File: src/rtl/cpu_ctrl_pkg.sv
// Shared definitions for the handshaking accumulator-CPU control unit:
// stage encoding, 5-bit opcode map and opcode classification helpers.
package cpu_ctrl_pkg;

  typedef enum logic [1:0] {
    STAGE_RESET = 2'b00,
    STAGE_FETCH = 2'b01,
    STAGE_EXEC  = 2'b10,
    STAGE_HALT  = 2'b11
  } stage_t;

  localparam logic [4:0] _HLT  = 5'b00000;
  localparam logic [4:0] _STO  = 5'b00001;
  localparam logic [4:0] _LD   = 5'b00010;
  localparam logic [4:0] _LDI  = 5'b00011;
  localparam logic [4:0] _ADD  = 5'b00100;
  localparam logic [4:0] _ADDI = 5'b00101;
  localparam logic [4:0] _SUB  = 5'b00110;
  localparam logic [4:0] _SUBI = 5'b00111;
  localparam logic [4:0] _BEQ  = 5'b01000;
  localparam logic [4:0] _BNE  = 5'b01001;
  localparam logic [4:0] _BGT  = 5'b01010;
  localparam logic [4:0] _BGE  = 5'b01011;
  localparam logic [4:0] _BLT  = 5'b01100;
  localparam logic [4:0] _BLE  = 5'b01101;
  localparam logic [4:0] _JMP  = 5'b01110;

  // Opcodes that stall in EXEC until the data memory reports completion.
  function automatic logic is_mem_op(input logic [4:0] op);
    return (op == _STO) || (op == _LD) || (op == _ADD) || (op == _SUB);
  endfunction

endpackage

File: src/rtl/branch_cond.sv
// Branch condition evaluation for the conditional branch opcodes.
// Non-branch opcodes report not-taken.
module branch_cond
  import cpu_ctrl_pkg::*;
(
  input  logic [4:0] opcode_in,
  input  logic       status_Z_in,
  input  logic       status_N_in,
  output logic       taken_out
);

  always_comb begin
    taken_out = 1'b0;
    case (opcode_in)
      _BEQ:    taken_out = status_Z_in;
      _BNE:    taken_out = !status_Z_in;
      _BGT:    taken_out = !status_Z_in && !status_N_in;
      _BGE:    taken_out = !status_N_in;
      _BLT:    taken_out = status_N_in;
      _BLE:    taken_out = status_Z_in || status_N_in;
      default: taken_out = 1'b0;
    endcase
  end

endmodule

File: src/rtl/control_unit_hs.sv
// Control decoder for the accumulator CPU with memory ready handshakes,
// a resumable HALT stage, illegal-opcode handling and a retirement counter.
module control_unit_hs
  import cpu_ctrl_pkg::*;
#(
  parameter int OPERAND_WIDTH     = 11,
  parameter int INSTRUCTION_WIDTH = 16,
  parameter int OPCODE_WIDTH      = INSTRUCTION_WIDTH - OPERAND_WIDTH,
  parameter int COUNT_WIDTH       = 16,
  parameter bit TRAP_ILLEGAL      = 1'b0
) (
  input  logic                    clock_in,
  input  logic                    reset_in,
  input  logic [OPCODE_WIDTH-1:0] opcode_in,
  input  logic                    status_Z_in,
  input  logic                    status_N_in,
  input  logic                    imem_ready_in,
  input  logic                    dmem_ready_in,
  input  logic                    resume_in,
  output logic                    branch_out,
  output logic                    sel_B_out,
  output logic                    alu_op_out,
  output logic [1:0]              sel_A_out,
  output logic                    data_memory_wr_out,
  output logic                    data_memory_rd_out,
  output logic                    acc_wr_out,
  output logic                    pc_wr_out,
  output logic                    status_wr_out,
  output logic                    ir_wr_out,
  output logic                    acc_reset_out,
  output logic                    pc_reset_out,
  output logic                    status_reset_out,
  output logic                    ir_reset_out,
  output logic                    halted_out,
  output logic                    illegal_op_out,
  output logic [COUNT_WIDTH-1:0]  retired_count_out,
  output logic [1:0]              stage_out
);

  if (OPCODE_WIDTH < 5) begin : g_bad_opcode_width
    $error("control_unit_hs: OPCODE_WIDTH must be at least 5");
  end

  stage_t                 stage_q;
  stage_t                 stage_d;
  logic [4:0]             op5;
  logic                   upper_clear;
  logic                   legal;
  logic                   taken;
  logic                   retire;
  logic [COUNT_WIDTH-1:0] count_q;

  assign op5 = opcode_in[4:0];

  // Any set bit above the 5-bit opcode field makes the opcode illegal.
  if (OPCODE_WIDTH > 5) begin : g_upper
    assign upper_clear = ~|opcode_in[OPCODE_WIDTH-1:5];
  end else begin : g_no_upper
    assign upper_clear = 1'b1;
  end

  assign legal = upper_clear && (op5 <= _JMP);

  branch_cond u_branch_cond (
    .opcode_in   (op5),
    .status_Z_in (status_Z_in),
    .status_N_in (status_N_in),
    .taken_out   (taken)
  );

  always_comb begin
    stage_d            = stage_q;
    branch_out         = 1'b0;
    sel_B_out          = 1'b0;
    alu_op_out         = 1'b0;
    sel_A_out          = 2'b00;
    data_memory_wr_out = 1'b0;
    data_memory_rd_out = 1'b0;
    acc_wr_out         = 1'b0;
    pc_wr_out          = 1'b0;
    status_wr_out      = 1'b0;
    ir_wr_out          = 1'b0;
    acc_reset_out      = 1'b0;
    pc_reset_out       = 1'b0;
    status_reset_out   = 1'b0;
    ir_reset_out       = 1'b0;
    halted_out         = 1'b0;
    illegal_op_out     = 1'b0;

    case (stage_q)
      STAGE_RESET: begin
        acc_reset_out    = 1'b1;
        pc_reset_out     = 1'b1;
        status_reset_out = 1'b1;
        ir_reset_out     = 1'b1;
        stage_d          = STAGE_FETCH;
      end

      STAGE_FETCH: begin
        ir_wr_out = imem_ready_in;
        if (imem_ready_in) stage_d = STAGE_EXEC;
      end

      STAGE_EXEC: begin
        if (!legal) begin
          illegal_op_out = 1'b1;
          pc_wr_out      = !TRAP_ILLEGAL;
          stage_d        = TRAP_ILLEGAL ? STAGE_HALT : STAGE_FETCH;
        end else if (op5 == _HLT) begin
          stage_d = STAGE_HALT;
        end else begin
          // Memory-class opcodes hold EXEC until the data memory completes.
          stage_d = (is_mem_op(op5) && !dmem_ready_in) ? STAGE_EXEC : STAGE_FETCH;
          case (op5)
            _STO: begin
              data_memory_wr_out = 1'b1;
              pc_wr_out          = dmem_ready_in;
            end
            _LD: begin
              data_memory_rd_out = 1'b1;
              sel_A_out          = 2'b00;
              acc_wr_out         = dmem_ready_in;
              pc_wr_out          = dmem_ready_in;
            end
            _LDI: begin
              sel_A_out  = 2'b01;
              acc_wr_out = 1'b1;
              pc_wr_out  = 1'b1;
            end
            _ADD, _SUB: begin
              data_memory_rd_out = 1'b1;
              sel_A_out          = 2'b10;
              alu_op_out         = op5[1];
              acc_wr_out         = dmem_ready_in;
              status_wr_out      = dmem_ready_in;
              pc_wr_out          = dmem_ready_in;
            end
            _ADDI, _SUBI: begin
              sel_A_out     = 2'b10;
              sel_B_out     = 1'b1;
              alu_op_out    = op5[1];
              acc_wr_out    = 1'b1;
              status_wr_out = 1'b1;
              pc_wr_out     = 1'b1;
            end
            _BEQ, _BNE, _BGT, _BGE, _BLT, _BLE: begin
              branch_out = taken;
              pc_wr_out  = 1'b1;
            end
            _JMP: begin
              branch_out = 1'b1;
              pc_wr_out  = 1'b1;
            end
            default: stage_d = STAGE_FETCH;
          endcase
        end
      end

      STAGE_HALT: begin
        halted_out = 1'b1;
        pc_wr_out  = resume_in;
        if (resume_in) stage_d = STAGE_FETCH;
      end

      default: begin
        acc_reset_out    = 1'b1;
        pc_reset_out     = 1'b1;
        status_reset_out = 1'b1;
        ir_reset_out     = 1'b1;
        stage_d          = STAGE_RESET;
      end
    endcase
  end

  assign retire = (stage_q == STAGE_EXEC) && (stage_d != STAGE_EXEC);

  always_ff @(posedge clock_in or posedge reset_in) begin
    if (reset_in) begin
      stage_q <= STAGE_RESET;
    end else begin
      stage_q <= stage_d;
    end
  end

  always_ff @(posedge clock_in or posedge reset_in) begin
    if (reset_in) begin
      count_q <= '0;
    end else if (retire) begin
      count_q <= count_q + COUNT_WIDTH'(1);
    end
  end

  assign retired_count_out = count_q;
  assign stage_out         = stage_q;

endmodule

File: config.mk
export PLATFORM = sky130hd
export DESIGN_NAME = control_unit_hs
export DESIGN_NICKNAME = d
export VERILOG_FILES = /design/src/rtl/cpu_ctrl_pkg.sv /design/src/rtl/branch_cond.sv /design/src/rtl/control_unit_hs.sv
export SDC_FILE = /design/constraint.sdc
export NUM_CORES = 1
export LEC_CHECK = 0
export CORE_MARGIN = 3
export CORE_UTILIZATION = 42
export DETAILED_ROUTE_END_ITERATION = 10
export PLACE_DENSITY = 0.78
export SYNTH_ARGS = -nofsm -noshare
export SYNTH_HDL_FRONTEND = slang
export SYNTH_HIERARCHICAL = 1
export SYNTH_SLANG_ARGS = --single-unit
File: constraint.sdc
create_clock -name clock_in -period 1.56 [get_ports clock_in]
set_input_delay 0.234 -clock clock_in [delete_from_list [all_inputs] [get_ports clock_in]]
set_output_delay 0.234 -clock clock_in [all_outputs]
set_load 0.005 [all_outputs]
# Yosys cells after proc, flatten, opt, wreduce, memory -nomap -nowiden

Cells that the tools add are included.

Add/sub/neg operators: 1
$lt $le $gt $ge: 1
Equal/unequal tests: 18
Muxes and demuxes: 49
Reductions and logical operators: 21

Operators with widths:

| kind                  | count |
|---|---|
| $eq 5x4->1 const B    | 7 |
| $mux 1                | 32 |
| $eq 5x3->1 const B    | 4 |
| $mux 2                | 9 |
| $add 16x1->16 const B | 1 |
| $reduce_or 14->1      | 1 |
| $eq 5x2->1 const B    | 2 |
| $pmux 1 s2            | 5 |
| $reduce_or 10->1      | 1 |
| $pmux 2 s4            | 1 |
| $reduce_or 4->1       | 2 |
| $pmux 1 s6            | 1 |
| $reduce_or 3->1       | 2 |
| $reduce_or 6->1       | 1 |
| $eq 5x1->1 const B    | 1 |
| $le 5x4->1 const B    | 1 |
| $logic_not 5->1       | 1 |
| $eq 2x2->1 const B    | 2 |
| $logic_or 1x1->1      | 4 |
| $pmux 2 s2            | 1 |
| $reduce_or 2->1       | 2 |
| $logic_and 1x1->1     | 3 |
| $logic_not 1->1       | 3 |
| $eq 2x1->1 const B    | 1 |
| 2 further kinds       | 2 |

Register bits: 18
Output and inout bits: 35
Logic and storage cells: 92

# Logic depth before layout (Yosys ltp)

Word-level depth: 12
Mapped depth: 6

# Cells and area by module

Netlist, hierarchy kept.

By module, submodules not included:

| module          | times used | cells an instance | area each (um^2) | seq. area each (um^2) |
|---|---|---|---|---|
| control_unit_hs | 1          | 107               | 1033.5           | 450.4 |
| branch_cond     | 1          | 10                | 66.3             | 0.0 |

# Worst setup path before layout

OpenSTA, ideal clock, no wires.

Kind: input to output
Start point: input port status_Z_in
End point: output port branch_out
Arrival time: 1277 ps
Slack: 49 ps
Stages on the path: 5
Buffers on the path: 0
Path through: o21bai_1 a211o_1 a311oi_1 a21oi_1 nor4b_1

Cells in the longest elaborated chain, start to end: 7

Ends and longest elaborated chain:

| what               | RTL line                             | RTL |
|---|---|---|
| start: declaration | control_unit_hs.sv:15                | `input logic status_Z_in,` |
| $logic_not 1->1    | branch_cond.sv:16, branch_cond.sv:17 |  |
| $logic_and 1x1->1  | branch_cond.sv:17                    | `_BGT: taken_out = !status_Z_in && !status_N_in;` |
| $pmux 1 s6 (*)     | branch_cond.sv:14                    | `case (opcode_in)` |
| net taken          | control_unit_hs.sv:49                | `logic taken;` |
| $pmux 1 s2 (*)     | control_unit_hs.sv:114               | `case (op5)` |
| $mux 1 (*)         | control_unit_hs.sv:109               | `end else if (op5 == _HLT) begin` |
| $mux 1 (*)         | control_unit_hs.sv:105               | `if (!legal) begin` |
| $mux 1 (*)         | control_unit_hs.sv:90                | `case (stage_q)` |
| end: declaration   | control_unit_hs.sv:20                | `output logic branch_out,` |

The timed path passes the listed nets; every way through them passes the cells marked *.

# Worst setup path after layout

Start point: register stage_q[0] (netlist: stage_out[0])
End point: output port sel_B_out

Cells in the longest elaborated chain, start to end: 2

Ends and longest elaborated chain:

| what                     | RTL line               | RTL |
|---|---|---|
| start: declaration       | control_unit_hs.sv:44  | `stage_t stage_q;` |
| start signal: assignment | control_unit_hs.sv:181 | `stage_q <= stage_d;` |
| $eq 2x2->1               | control_unit_hs.sv:90  |  |
| $mux 1                   | control_unit_hs.sv:90  |  |
| end: declaration         | control_unit_hs.sv:21  | `output logic sel_B_out,` |

Every way passes these cells.

==> results.cfg <==
[outcome]
status = finished, violations left
violations = setup timing

[logic_synthesis]
synth_area_leaders = dfrtp_1, xnor2_1, nand4_1
synth_nets = 130
yosysSeqAreaShare_pct = 41.0
synth_common_cells = dfrtp_1, xnor2_1, nand4_1
synth_area_sq_um = 1100
synthSimpleGateAreaFrac_pct = 27.9
synthCells = 117
synth_edf_count = 0
synth_compound_area_share_pct = 9.67
synth_fa_ha_area_share_pct = 1.14
ys_warn_count = 6
syn_area_per_cell_sq_um = 9.40
ys_async_sr_fraction_pct = 100
synth_xor_area_share_pct = 12.7
ys_seq_elements = 18
synth_top_cell_by_area = dfrtp_1
synth_most_common_cell = dfrtp_1
synth.top_cell.area_share_pct = 41.0
synth.area.mux_share_pct = 1.02
synth_top_family_by_area = simple AND/OR/NAND/NOR gates
synth_cell_types = 36
ys.flop_type = dfrtp_1

[clock_network]
cts_hold_buffers = 0
clock_path_buffers = 2
clockRootBuffer = clkbuf_4
clock-sinks = 18
clk_latency_ns = 0.30
clk_pin_slew_ns = 0.11
htree_levels = 1
cts_buffers = 3
cts_tree = built

[final_layout]
syn_to_final_growth_pct = 64.5
final_layout_size_suffix_gt1_share_pct = 39.8
num_antenna_cells = 0
final_area_sq_um = 1810
layout.nets = 200

[worst_setup_path]
critical_path.slowest_cell = dfrtp_1
cp-startpoint = stage_out[0]
worstPathRequired_ns = 1.33
r2r_setup_slack_ns = 0.08
critPathArrivalTime_ns = 1.62
end_kind = output pin
r2r_end = retired_count_out[4]
path_class = flip-flop to output pin
cp_cell_sequence = nand2b_4 -> nor3_4 -> buf_6 -> buf_6 -> and3_4 -> buf_6
crit_top_cell = buf_6
slowest_delay_ns = 0.41
crit_path_start_kind = flip-flop
reg2reg_from = stage_out[0]
worst-path-max-fanout = 3
r2r_cells = 6

[timing]
worstMarginPinSlew_ns = 0.315
fin_ws_ns = -0.290
fin_setup_tns_ns = -2.06
fin_crit_sh_pct = 119
drv_slew = 0
max_slew_margin_pct = 78.9
rsz0062_at_grt = yes
fmax_mhz = 541
min_period_ns = 1.85
clock_skew_ns = 0.00400
finalHoldViolCount = 0
setup-violations-final = 10

[global_routing]
grt-ovfl-total = 0
antenna_found_initial = 0
grt_max_degree = 19
grt_pass1_vias = 1228
grt_use_total_pct = 20.8
grt_pass1_wl_mm = 5.38

[routing]
viasPerCell = 5.50
vias = 1176
dr.first_iter.drc_count = 27
ant_nets = 0
routed_wl_mm = 3.21
drtPass1Iterations = 5
drc = 0
wire_per_inst_um = 15.0

[place]
place_hpwl_mm = 2.18
placed_cell_area_sq_um = 1690
post-place-ws_ns = -1.01
gp_congestion = 0.786
port-buffer-count = 46

[power_and_ir_drop]
p_leak_nw = 0.832
power.density_nw_per_um2 = 986
ir_worst_vdd_mv = 0.755

[die]
dieArea_sq_um = 3270
die_width_um = 57.2
io_pins = 47
die_height_um = 57.2
rows = 17
initial_core_util_pct = 47.0
core_area_sq_um = 2340

[min_path]
hold_class = input pin to asynchronous set/reset pin

[job]
drv_cap = 0
timing repair:
action,in CTS,in global routing
gates resized for setup,103,18
endpoints found under the setup margin,34,15
setup buffers,7,2
cloned,0,0
pin swaps,13,5
how the worst max path moves through the flow:
| stage | end | cells after the start |
|---|---|---|
| after floorplan | branch_out | 5 |
| after global placement | branch_out | 7 |
| after global routing | sel_B_out | 6 |
| after detailed placement | branch_out | 7 |
| final | sel_B_out | 6 |
| after CTS | branch_out | 7 |
area by class of cell:
cell class              count  area, sq um
fillers                   161          531
well taps                  28         35.0
multi-input cells          87          667
inverters                   3         11.3
clock buffers               4         36.3
repair buffers             74          607
flip-flops and latches     18          453
critical path, delay by kind of cell, from the launching register on:
family	cells	cell delay (ns)
DFF	1	0.41
and+or+nand+nor	3	0.58
buffers and inverters	3	0.33
flip-flops by register name, indices dropped and copies added (netlist names):
name and flops:
retired_count_out 16, stage_out 2
power breakdown:
group / switching [W] / total [W] / internal [W]
Sequential: 0.0000913 / 0.000637 / 0.000546
Clock: 0.000150 / 0.000293 / 0.000142
Combinational: 0.000374 / 0.000854 / 0.000480
cell usage in the layout (no fill, tap or decap), drive strengths merged, types with 2 or more instances in the layout:
master and count:
dfrtp 18, nand2 6, nand4 11, buf 44
nand3 5, xnor2 15, and3 8, nor2 10
dlygate4sd2 3, nor3 3, clkbuf 10, nor2b 3
and2 2, inv 3, clkdlybuf4s50 19, a21oi 3
o21ai 3
routing by layer:
metal	vias to the layer above	share of wire, %	track usage [%]
li1	559	-	-
met1	558	39	23.1
met2	53	53	38.2
met3	6	7.0	5.20
met4	0	1.2	7.62
met5	-	0	0
cells by family (layout without fill, tap and decap cells):
logic type      Yosys count  after routing
simple gates             55             55
flops                    18             18
xor+xnor                 16             16
compound gates           14             14
buf+inv                  12             81
fa+ha+maj                 1              1
mux                       1              1
metrics by stage:
step / util [%] / power [W] / instances / hold slack (ns)
floorplan: - / 0.000961 / 117 / 0.173
global placement: 72.3 / 0.00140 / 203 / 0.461
detailed placement: 72.3 / 0.00142 / 203 / 0.474
CTS: 77.2 / 0.00176 / 212 / 0.240
global route: 77.3 / 0.00189 / 214 / 0.295
finish: 77.3 / 0.00178 / 214 / 0.231
Power figures use the tool's default switching activity.
